[config.mk]
export PLATFORM = sky130hd
export DESIGN_NAME = fp_add_normaliser_pipe
export DESIGN_NICKNAME = d
export VERILOG_FILES = /design/src/rtl/fp_add_normaliser_pipe.sv
export SDC_FILE = /design/constraint.sdc
export NUM_CORES = 1
export LEC_CHECK = 0
export ABC_AREA = 1
export BUFFER_PORTS_ARGS = -buffer_cell sky130_fd_sc_hd__buf_2
export CAP_MARGIN = 10
export CELL_PAD_IN_SITES_DETAIL_PLACEMENT = 1
export CELL_PAD_IN_SITES_GLOBAL_PLACEMENT = 1
export CORE_MARGIN = 4
export CORE_UTILIZATION = 38
export DETAILED_ROUTE_END_ITERATION = 16
export PLACE_DENSITY_LB_ADDON = 0.1
export SLEW_MARGIN = 20
export SYNTH_ARGS = -nofsm -noshare
export SYNTH_HDL_FRONTEND = slang
export SYNTH_SLANG_ARGS = --single-unit
[constraint.sdc]
create_clock -name clk -period 2.99 [get_ports clk]
set_input_delay 0.1495 -clock clk [delete_from_list [all_inputs] [get_ports clk]]
set_output_delay 0.1495 -clock clk [all_outputs]
set_load 0.01 [all_outputs]
[src/rtl/fp_add_normaliser_pipe.sv]
// fp_add_normaliser_pipe: two-stage post-add normaliser (carry shift, leading-zero shift, zero/ovf/denormal)
module fp_add_normaliser_pipe #(
  parameter int EXP_W = 8,
  parameter int MAN_W = 25
) (
  input  logic             clk,
  input  logic             rst,
  input  logic             in_valid,
  output logic             in_ready,
  input  logic [EXP_W-1:0] in_e,
  input  logic [MAN_W-1:0] in_m,
  output logic             out_valid,
  input  logic             out_ready,
  output logic [EXP_W-1:0] out_e,
  output logic [MAN_W-1:0] out_m,
  output logic             out_zero,
  output logic             out_ovf,
  output logic             out_udf
);
  localparam int LZ_W = $clog2(MAN_W);
  localparam logic [EXP_W-1:0] E_MAX = '1;
  logic             s1_valid_q, s1_valid_d, s1_c_q, s1_c_d;
  logic [EXP_W-1:0] s1_e_q, s1_e_d;
  logic [MAN_W-1:0] s1_m_q, s1_m_d;
  logic [LZ_W-1:0]  s1_lzc_q, s1_lzc_d, lzc;
  logic             out_valid_q, out_valid_d, out_zero_q, out_zero_d;
  logic             out_ovf_q, out_ovf_d, out_udf_q, out_udf_d;
  logic [EXP_W-1:0] out_e_q, out_e_d, e_sub, udf_sh;
  logic [MAN_W-1:0] out_m_q, out_m_d, sticky;
  logic [EXP_W:0]   e_x, e_inc, lz_x;
  logic             s1_en, s2_en, ovf;
  assign s2_en     = !out_valid_q || out_ready;
  assign s1_en     = !s1_valid_q || s2_en;
  assign in_ready  = s1_en;
  assign out_valid = out_valid_q;
  assign out_e     = out_e_q;
  assign out_m     = out_m_q;
  assign out_zero  = out_zero_q;
  assign out_ovf   = out_ovf_q;
  assign out_udf   = out_udf_q;
  // Scan from LSB so the highest set bit of the fraction field wins.
  always_comb begin
    lzc = LZ_W'(MAN_W - 1);
    for (int i = 0; i < MAN_W - 1; i++)
      if (in_m[i]) lzc = LZ_W'(MAN_W - 2 - i);
  end
  always_comb begin
    s1_valid_d = s1_en ? in_valid : s1_valid_q;
    s1_e_d     = (s1_en && in_valid) ? in_e : s1_e_q;
    s1_m_d     = (s1_en && in_valid) ? in_m : s1_m_q;
    s1_c_d     = (s1_en && in_valid) ? in_m[MAN_W-1] : s1_c_q;
    s1_lzc_d   = (s1_en && in_valid) ? lzc : s1_lzc_q;
  end
  always_comb begin
    e_x    = {1'b0, s1_e_q};
    e_inc  = e_x + 1'b1;
    lz_x   = {{(EXP_W + 1 - LZ_W){1'b0}}, s1_lzc_q};
    e_sub  = s1_e_q - EXP_W'(s1_lzc_q);
    udf_sh = (s1_e_q == '0) ? '0 : s1_e_q - 1'b1;
    sticky = {1'b0, s1_m_q[MAN_W-1:1]} | MAN_W'(s1_m_q[0]);
    ovf    = e_inc >= {1'b0, E_MAX};
    out_valid_d = s2_en ? s1_valid_q : out_valid_q;
    out_e_d     = out_e_q;
    out_m_d     = out_m_q;
    out_zero_d  = out_zero_q;
    out_ovf_d   = out_ovf_q;
    out_udf_d   = out_udf_q;
    if (s2_en && s1_valid_q) begin
      out_zero_d = 1'b0;
      out_ovf_d  = 1'b0;
      out_udf_d  = 1'b0;
      if (s1_e_q == E_MAX) begin
        out_e_d = E_MAX;
        out_m_d = s1_c_q ? sticky : s1_m_q;
      end else if (s1_c_q) begin
        out_ovf_d = ovf;
        out_e_d   = ovf ? E_MAX : e_inc[EXP_W-1:0];
        out_m_d   = ovf ? '0 : sticky;
      end else if (s1_m_q == '0) begin
        out_zero_d = 1'b1;
        out_e_d    = '0;
        out_m_d    = '0;
      end else if (lz_x < e_x) begin
        out_e_d = e_sub;
        out_m_d = s1_m_q << s1_lzc_q;
      end else begin
        out_udf_d = 1'b1;
        out_e_d   = '0;
        out_m_d   = s1_m_q << udf_sh;
      end
    end
  end
  always_ff @(posedge clk or posedge rst) begin
    if (rst) begin
      s1_valid_q  <= 1'b0;
      s1_c_q      <= 1'b0;
      s1_e_q      <= '0;
      s1_m_q      <= '0;
      s1_lzc_q    <= '0;
      out_valid_q <= 1'b0;
      out_e_q     <= '0;
      out_m_q     <= '0;
      out_zero_q  <= 1'b0;
      out_ovf_q   <= 1'b0;
      out_udf_q   <= 1'b0;
    end else begin
      s1_valid_q  <= s1_valid_d;
      s1_c_q      <= s1_c_d;
      s1_e_q      <= s1_e_d;
      s1_m_q      <= s1_m_d;
      s1_lzc_q    <= s1_lzc_d;
      out_valid_q <= out_valid_d;
      out_e_q     <= out_e_d;
      out_m_q     <= out_m_d;
      out_zero_q  <= out_zero_d;
      out_ovf_q   <= out_ovf_d;
      out_udf_q   <= out_udf_d;
    end
  end
endmodule
After elaboration in Yosys (flattened, before gate mapping) --
Cells that the tools add are included.
Storage, ports and cells: flip-flop bits (word level) 77
Cells by class: $add $sub $neg 3, magnitude comparators 2, eq/ne operators 1, shifts and indexed selects 2, muxes and demuxes 45, bitwise logic cells 1, reductions and logical operators 8
Operator list (number):
- $mux W25 | 5
- $mux W5 | 23
- $mux W8 | 6
- $logic_not A25 Y1 | 1
- $shl A25 B5 Y25 | 1
- $shl A25 B8 Y25 | 1
- $mux W24 | 1
- $or A24 B1 Y24 | 1
- $add A8 B1 Y9 const B | 1
- $ge A9 B8 Y1 const B | 1
- $mux W1 | 9
- $eq A8 B8 Y1 const B | 1
- $logic_not A8 Y1 | 1
- $lt A5 B8 Y1 | 1
- $sub A8 B1 Y8 const B | 1
- $sub A8 B5 Y8 | 1
- $mux W4 | 1
- $logic_and A1 B1 Y1 | 2
- $logic_not A1 Y1 | 2
- $logic_or A1 B1 Y1 | 2

Longest topological paths before layout --
Gate-level depths: netlist of the first run.
word-level depth 24, depth in mapped cells 25, mapped depth without buffers 25

Worst setup path after synthesis of the first run --
No wires, ideal clock.
kind reg-to-reg, start register s1_e_q[0], end register out_m_q[15], in the netlist out_m[15], setup time 0.120 ns, arrival time 2.717 ns, data required time 2.870 ns, setup slack 0.152 ns, cell stages (with the launch flop) 20, path buffers 1, cell sequence dfrtp_1 -> inv_1 -> ha_1 -> inv_1 -> fa_1 -> nand3_1 -> nand3_1 -> nand2_1 -> nand2_2 -> nand2_4 -> nand2_4 -> o22ai_4 -> buf_2 -> nand3_1 -> nand2_1 -> nand2_1 -> a21oi_1 -> nor2_1 -> o21ai_1 -> nand2_1
Between the ends: longest elaborated chain between the ends 7, elaborated cells between the ends (all ways) 13, classes of those cells 2 x add/sub; 2 x order compare; 1 x eq/ne; 1 x shift; 6 x mux; 1 x reduce/logical
RTL lines:
- from (decl) | line 23 | logic [EXP_W-1:0] s1_e_q, s1_e_d;
- from (signal assigned) | line 97 | s1_e_q <= '0;
- from (signal assigned) | line 109 | s1_e_q <= s1_e_d;
- $sub A8 B1 Y8 or $logic_not A8 Y1 (tied branches) | line 59 | udf_sh = (s1_e_q == '0) ? '0 : s1_e_q - 1'b1;
- $mux W8 | line 59
- $shl A25 B8 Y25 | line 89 | out_m_d = s1_m_q << udf_sh;
- $mux W25 | line 83 | end else if (lz_x < e_x) begin
- $mux W25 | line 79 | end else if (s1_m_q == '0) begin
- $mux W25 | line 75 | end else if (s1_c_q) begin
- $mux W25 * | line 72 | if (s1_e_q == E_MAX) begin
- to (signal assigned) | line 114 | out_m_q <= out_m_d;
- to (decl) | line 29 | logic [MAN_W-1:0] out_m_q, out_m_d, sticky;
Every way passes the cells marked *; elsewhere a longest branch is shown, timed or not. A chain may end at the register's enable or synchronous reset.

Final worst setup path of the first run --
start register s1_e_q[0], end register out_m_q[23], in the netlist out_m[23]
The elaborated chain is that of the path after synthesis.

==> impl_metrics.py, run 1 <==
metrics = {
    "run_status": {
        "outcome": "complete, no violations",
    },
    "drt": {
        "routed_wl_mm": 22.3,
        "dr.pass1.iters": 5,
        "wl_per_cell_um": 19.2,
        "num_vias": 6520,
        "drt_iter0_drc": 483,
        "viasPerCell": 5.62,
        "drtAntennaViolNets": 0,
        "drc": 0,
    },
    "sta": {
        "setup_tns_ns": 0,
        "final-hold-violation-count": 0,
        "rsz0062_at_grt": "yes",
        "post-route-period-util_pct": 97.2,
        "setup_viol": 0,
        "fmax_mhz": 344,
        "whs_ns": 0.00281,
        "relSlewSlack_pct": 53.8,
        "worstMarginPinSlew_ns": 0.692,
        "slew_viol_final": 0,
        "clock_skew_ns": 0.0130,
        "fin_crit_ns": 2.91,
    },
    "yosys": {
        "synth.net_count": 927,
        "synth-seq-area-share_pct": 32.8,
        "async_reset_ff_share_pct": 100,
        "ys_warn_count": 0,
        "synthCells": 880,
        "yosysTopAreaCell": "dfrtp_1",
        "synthTopCellsByArea": "dfrtp_1, nand2_1, nand3_1, a21oi_1, o21ai_0",
        "synth.distinct_cells": 45,
        "ys.flop_type": "dfrtp_1",
        "synth_edf_count": 0,
        "ys_seq_elements": 76,
        "synthesis.area_um2": 5800,
        "synth_top_area_share_pct": 32.8,
        "postSynthAreaPerCell_um2": 6.59,
    },
    "place": {
        "io_buffers": 74,
        "routabilityCongestion": 0.934,
        "hpwl_mm": 16.8,
    },
    "power": {
        "p_sw_mw": 2.39,
        "power_mw": 5.36,
        "clkPwrFrac_pct": 20.8,
        "p_sw_share_pct": 44.5,
        "p_leak_nw": 3.67,
        "internal-power_mw": 2.98,
        "combinationalPowerShare_pct": 50.0,
        "p_per_area_nw_per_um2": 739,
        "power_frac_seq_pct": 29.2,
        "ir_drop_mv": 0.299,
    },
    "final_layout": {
        "area_growth_pct": 25.3,
        "mostFrequentLayoutCell": "nand2_1",
        "nets": 1018,
        "antennaDiodeCount": 0,
        "layout_common_cells": "nand2_1, nand3_1, dfrtp_1",
        "drive_above_1_share_pct": 23.0,
        "fillCellCount": 1955,
    },
    "min_path": {
        "holdCritStartpoint": "in_e[4]",
        "hold_end": "s1_e_q[4]",
        "holdPathStages": 3,
        "hold_path.class": "in -> reg",
    },
    "worst_setup_path": {
        "cp_num_cells": 21,
        "cp_slowest_cell": "dfrtp_1",
        "r2r_start": "s1_e_q[0]",
        "cp.required_ns": 3.27,
        "crit_start": "s1_e_q[0]",
        "cp_top_family": "simple AND/OR/NAND/NOR gates",
        "path_cells": "inv_2 -> ha_4 -> inv_2 -> fa_2 -> nand3_2 -> nand3_2 -> nand2_1 -> nand2_2 -> nand2_4 -> nand2_4 -> o22ai_4 -> buf_12 -> buf_12 -> buf_4 -> a21oi_1 -> o31ai_1 -> nand2_1 -> o21ai_2 -> buf_4 -> nand3_1 -> nand2_1",
        "reg2reg_to": "out_m[23]",
        "worstSetupPathType": "reg -> reg",
        "arrival_ns": 3.19,
        "cp_max_fo": 5,
        "cp_common_cell": "nand2_1",
        "r2r_cells": 21,
        "cp.buffers_inverters": 6,
        "cp_slowest_stage_delay_ns": 0.39,
        "crit_path_end_kind": "flip-flop",
        "cp-start-kind": "flip-flop",
        "rrSetupSlack_ns": 0.08,
    },
    "cts": {
        "cts.sinks": 76,
        "insertion_delay_ns": 0.35,
        "root_buffer": "clkbuf_16",
        "cts_made_buffers": 9,
        "cts_tree": "yes",
        "cts.clk_slew.worst_paths_ns": 0.07,
        "cts_max_level": 3,
        "cts_buffer_depth": 2,
    },
    "floorplan": {
        "die_y_um": 131,
        "initial_utilization_pct": 39.3,
        "rows": 44,
        "die-area_um2": 17300,
        "die_x_um": 131,
        "core-area_um2": 14800,
        "io_pins": 75,
    },
    "grt": {
        "grt_pass1_vias": 6454,
        "antenna_found_initial": 0,
        "grt.total_usage_pct": 24.9,
        "grt_overflow": 0,
        "grt_start_max_net_pins": 52,
        "grt_pass1_wl_mm": 35.2,
    },
    "flow_run": {
        "drv_cap": 0,
    },
}
[layer usage]
metal | vias to the layer above | global-route usage, % | routed length [um]
met5 | - | 0 | 0
met4 | 0 | 6.24 | 380
met3 | 22 | 3.17 | 1020
met2 | 165 | 38.2 | 10200
met1 | 3191 | 37.2 | 10700
li1 | 3142 | - | -
[how the worst max path moves through the flow]
stage	endpoint	slack, ns
6_report	out_m[23]	0.08
5_1_grt	out_m[15]	-0.09
4_1_cts	out_m[19]	0.04
3_5_place_dp	out_m[15]	-0.02
3_3_place_gp	out_m[15]	0.02
2_1_floorplan	out_m[15]	0.15
[final cells by class]
class                   instances  area [um^2]  area share [%]
clock inverters                 7         77.6            1.07
inverters                      79          307            4.22
flip-flops and latches         76         1900            26.2
well taps                     184          230            3.17
repair inverters                1         6.26          0.0861
clock buffers                   9          225            3.10
multi-input cells             680         3610            49.7
repair buffers                124          903            12.4
[synthesized netlist by cell type, types with 4 or more instances]
cell	number
nand2_1	250
nand3_1	148
dfrtp_1	76
a21oi_1	70
inv_1	69
o21ai_0	64
nor2_1	40
clkbuf_1	28
o21ai_1	13
xor2_1	13
a31oi_1	9
ha_1	9
inv_2	9
nand4_1	8
buf_2	7
nor4_1	6
buf_4	5
nor3_1	5
buf_6	4
o221ai_1	4
o22ai_1	4
[through the flow]
step	instance area (um^2)	util [%]	std cells	worst slack, ns
2_1_floorplan	5800	-	880	0.152
5_1_grt	7260	49.2	1160	-0.0884
3_5_place_dp	6540	44.3	1132	-0.0174
6_report	7260	49.2	1160	0.0823
3_3_place_gp	6540	44.3	1132	0.0237
4_1_cts	6870	46.6	1149	0.0397
[worst reg2reg max path, stage by stage, from the launching register on]
cell and delay (ns):
dfrtp_1 0.39, inv_2 0.08, ha_4 0.13, inv_2 0.04, fa_2 0.36, nand3_2 0.07, nand3_2 0.07, nand2_1 0.07
nand2_2 0.06, nand2_4 0.10, nand2_4 0.09, o22ai_4 0.27, buf_12 0.16, buf_12 0.10, buf_4 0.13, a21oi_1 0.06
o31ai_1 0.08, nand2_1 0.13, o21ai_2 0.17, buf_4 0.14, nand3_1 0.07, nand2_1 0.08
[flip-flops by register name, summed over array words and instances, names as in the netlist, 5 cells and up]
signal	cells
s1_m_q	24
s1_lzc_q	5
out_m	25
out_e	8
s1_e_q	8
[logic make-up after synthesis]
kind of cell	synth area share, %
XOR/XNOR	2.55
adder cells (fa/ha/maj)	2.29
flip-flops	32.8
buffers and inverters	9.07
AND/OR/NAND/NOR	35.8
AO/OA/AOI/OAI	17.4
[power by group through the flow]
stage | clock network [mW] | registers (mW) | logic [mW]
floorplan | 0 | 1.60 | 1.45
global placement | 0 | 1.55 | 2.35
detailed placement | 0 | 1.57 | 2.40
CTS | 1.14 | 1.56 | 2.43
global route | 1.19 | 1.60 | 2.96
finish | 1.12 | 1.57 | 2.68
[timing repair]
item                                    in CTS  in global routing
endpoints found under the setup margin       3                 23
hold buffers                                 1                  0
hold endpoints to repair                    30                  0
cloned                                       0                  2
pin swaps                                    0                 30
gates resized for setup                      6                 74
setup buffers                                0                 10
Note: power is estimated with default switching activity, not from simulation.
==> run 2, diff against run 1 <==
Settings changed: CORE_ASPECT_RATIO from default to 1.2, REMOVE_ABC_BUFFERS from default to 1.
==> run 2 against run 1 <==
Net effect: critical path depth is 3 higher; die area about the same; sequential power barely moved; global-route usage rose by 3.5 points; fmax down 0.63%; non-clock buffer count up 3; sequential cell count did not move; largest power group unchanged; setup slack worse by 0.019 ns; register-to-register slack got worse by 0.02 ns; clock skew down 0.0014 ns.
==> impl_metrics.py, run 2 (same netlist as run 1, synthesis figures left out) <==
metrics = {
    "drt": {
        "num_vias": 6697,
        "viasPerCell": 5.66,
        "dr.pass1.iters": 4,
        "wl_per_cell_um": 20.5,
        "drc": 0,
        "drtAntennaViolNets": 0,
        "routed_wl_mm": 24.2,
        "drt_iter0_drc": 322,
    },
    "min_path": {
        "hold_path.class": "in -> reg",
        "holdPathStages": 3,
        "holdCritStartpoint": "in_e[1]",
        "hold_end": "s1_e_q[1]",
    },
    "worst_setup_path": {
        "arrival_ns": 3.17,
        "r2r_cells": 24,
        "cp_max_fo": 9,
        "worstSetupPathType": "reg -> reg",
        "rrSetupSlack_ns": 0.06,
        "cp.required_ns": 3.24,
        "cp-start-kind": "flip-flop",
        "r2r_start": "s1_e_q[0]",
        "reg2reg_to": "out_m[22]",
        "crit_path_end_kind": "flip-flop",
    },
    "sta": {
        "fin_crit_ns": 2.93,
        "clock_skew_ns": 0.0116,
        "relSlewSlack_pct": 53.1,
        "slew_viol_final": 0,
        "rsz0062_at_grt": "yes",
        "final-hold-violation-count": 0,
        "whs_ns": 0.00337,
        "worstMarginPinSlew_ns": 0.702,
        "post-route-period-util_pct": 97.9,
        "setup_viol": 0,
        "fmax_mhz": 342,
    },
    "cts": {
        "cts.clk_slew.worst_paths_ns": 0.07,
        "cts_buffer_depth": 2,
        "root_buffer": "clkbuf_16",
        "cts_made_buffers": 9,
        "cts_max_level": 3,
        "cts.sinks": 76,
        "insertion_delay_ns": 0.36,
        "cts_tree": "yes",
    },
    "place": {
        "placed_area_um2": 6550,
        "routabilityCongestion": 0.918,
        "io_buffers": 74,
        "hpwl_mm": 17.7,
    },
    "floorplan": {
        "initial_utilization_pct": 38.7,
        "rows": 49,
        "die_x_um": 121,
        "die_y_um": 143,
        "core-area_um2": 15000,
        "io_pins": 75,
        "die-area_um2": 17300,
    },
    "final_layout": {
        "finalInstanceArea_um2": 7380,
        "fillCellCount": 1999,
        "nets": 1021,
        "fin_util_pct": 49.3,
        "antennaDiodeCount": 0,
        "layout_common_cells": "nand2_1, nand3_1, dfrtp_1",
        "drive_above_1_share_pct": 24.0,
        "mostFrequentLayoutCell": "nand2_1",
        "largest_reg_flops": 25,
        "area_growth_pct": 27.3,
    },
    "power": {
        "p_leak_nw": 3.72,
        "ir_drop_mv": 0.351,
        "p_per_area_nw_per_um2": 736,
        "power_mw": 5.43,
    },
    "grt": {
        "grt_overflow": 0,
        "grt_pass1_vias": 7006,
        "grt_start_max_net_pins": 47,
        "grt_pass1_wl_mm": 37.9,
        "antenna_found_initial": 0,
        "grt.total_usage_pct": 28.4,
    },
    "flow_run": {
        "drv_cap": 0,
    },
    "run_status": {
        "outcome": "complete, no violations",
    },
}
-- run 2: cell types whose count changed in the layout (fill, tap and decap cells not counted), moves of 4 or more --
cell / delta
nand2_1: -4
nand3_1: -10
o21ai_1: +5
inv_6: +4
nand3_2: +11
inv_8: +4
clkinvlp_4: -4
buf_4: +4
-- run 2: worst max-delay path: stages (launching register included) --
cell and delay (ns):
dfrtp_1 0.39, inv_2 0.09, ha_4 0.14, inv_2 0.04
fa_2 0.40, nand3_2 0.07, nand3_2 0.07, nand2_1 0.08
nand2_2 0.07, nand2_4 0.12, nand2_8 0.09, inv_6 0.08
nand2_8 0.07, buf_12 0.16, buf_12 0.13, nand3_1 0.06
nand2_1 0.08, o21ai_1 0.16, nand2_1 0.11, nand3_2 0.09
nand3_2 0.06, nand2_2 0.08, nand2_1 0.05, nand2_1 0.05
nand2_1 0.05
-- run 2: worst max-delay path by stage --
stage,start,to,depth (start not counted),slack (ns)
3_3_place_gp,s1_e_q[0],out_m[20],23,-0.04
6_report,s1_e_q[0],out_m[22],24,0.06
4_1_cts,s1_e_q[0],out_m[14],21,0.008
2_1_floorplan,s1_e_q[0],out_m[8],18,-0.26
5_1_grt,s1_e_q[0],out_m[17],23,-0.1
3_5_place_dp,s1_e_q[0],out_m[17],22,-0.1
-- run 2: timing repair --
action                                  4_1_cts  5_1_grt
buffers inserted                              4        4
hold buffers                                  3        0
pin swaps                                     3       18
gates cloned                                  0        4
endpoints found under the setup margin        9       29
resized for setup                            13       79
hold endpoints to repair                     35        0
-- run 2: stage by stage --
stage	std cells	setup TNS, ns	setup WS (ns)
detailed placement	1152	-0.338	-0.0985
global placement	1152	-0.104	-0.0428
finish	1183	0	0.0637
CTS	1175	0	0.00770
floorplan	835	-4.06	-0.256
global route	1183	-0.944	-0.0989
-- run 2: final cells by class --
class                           count  area, um^2  area share, %
Timing Repair Buffer              127         922           12.5
Clock buffer                        9         225           3.05
Clock inverter                      7        65.1          0.882
Tap cell                          204         255           3.46
Inverter                           79         323           4.38
Timing Repair inverter              1        8.76          0.119
Multi-Input combinational cell    680        3670           49.8
Sequential cell                    76        1900           25.8
-- run 2: where the power goes --
group	switching, mW	internal, mW
registers	0.266	1.30
clock network	0.562	0.590
logic	1.69	1.02
-- run 2: layer usage --
metal	routed length, um	GRT usage (%)
met4	1060	13.8
met5	0	0
met2	12600	50.5
met3	775	3.88
met1	9780	33.8
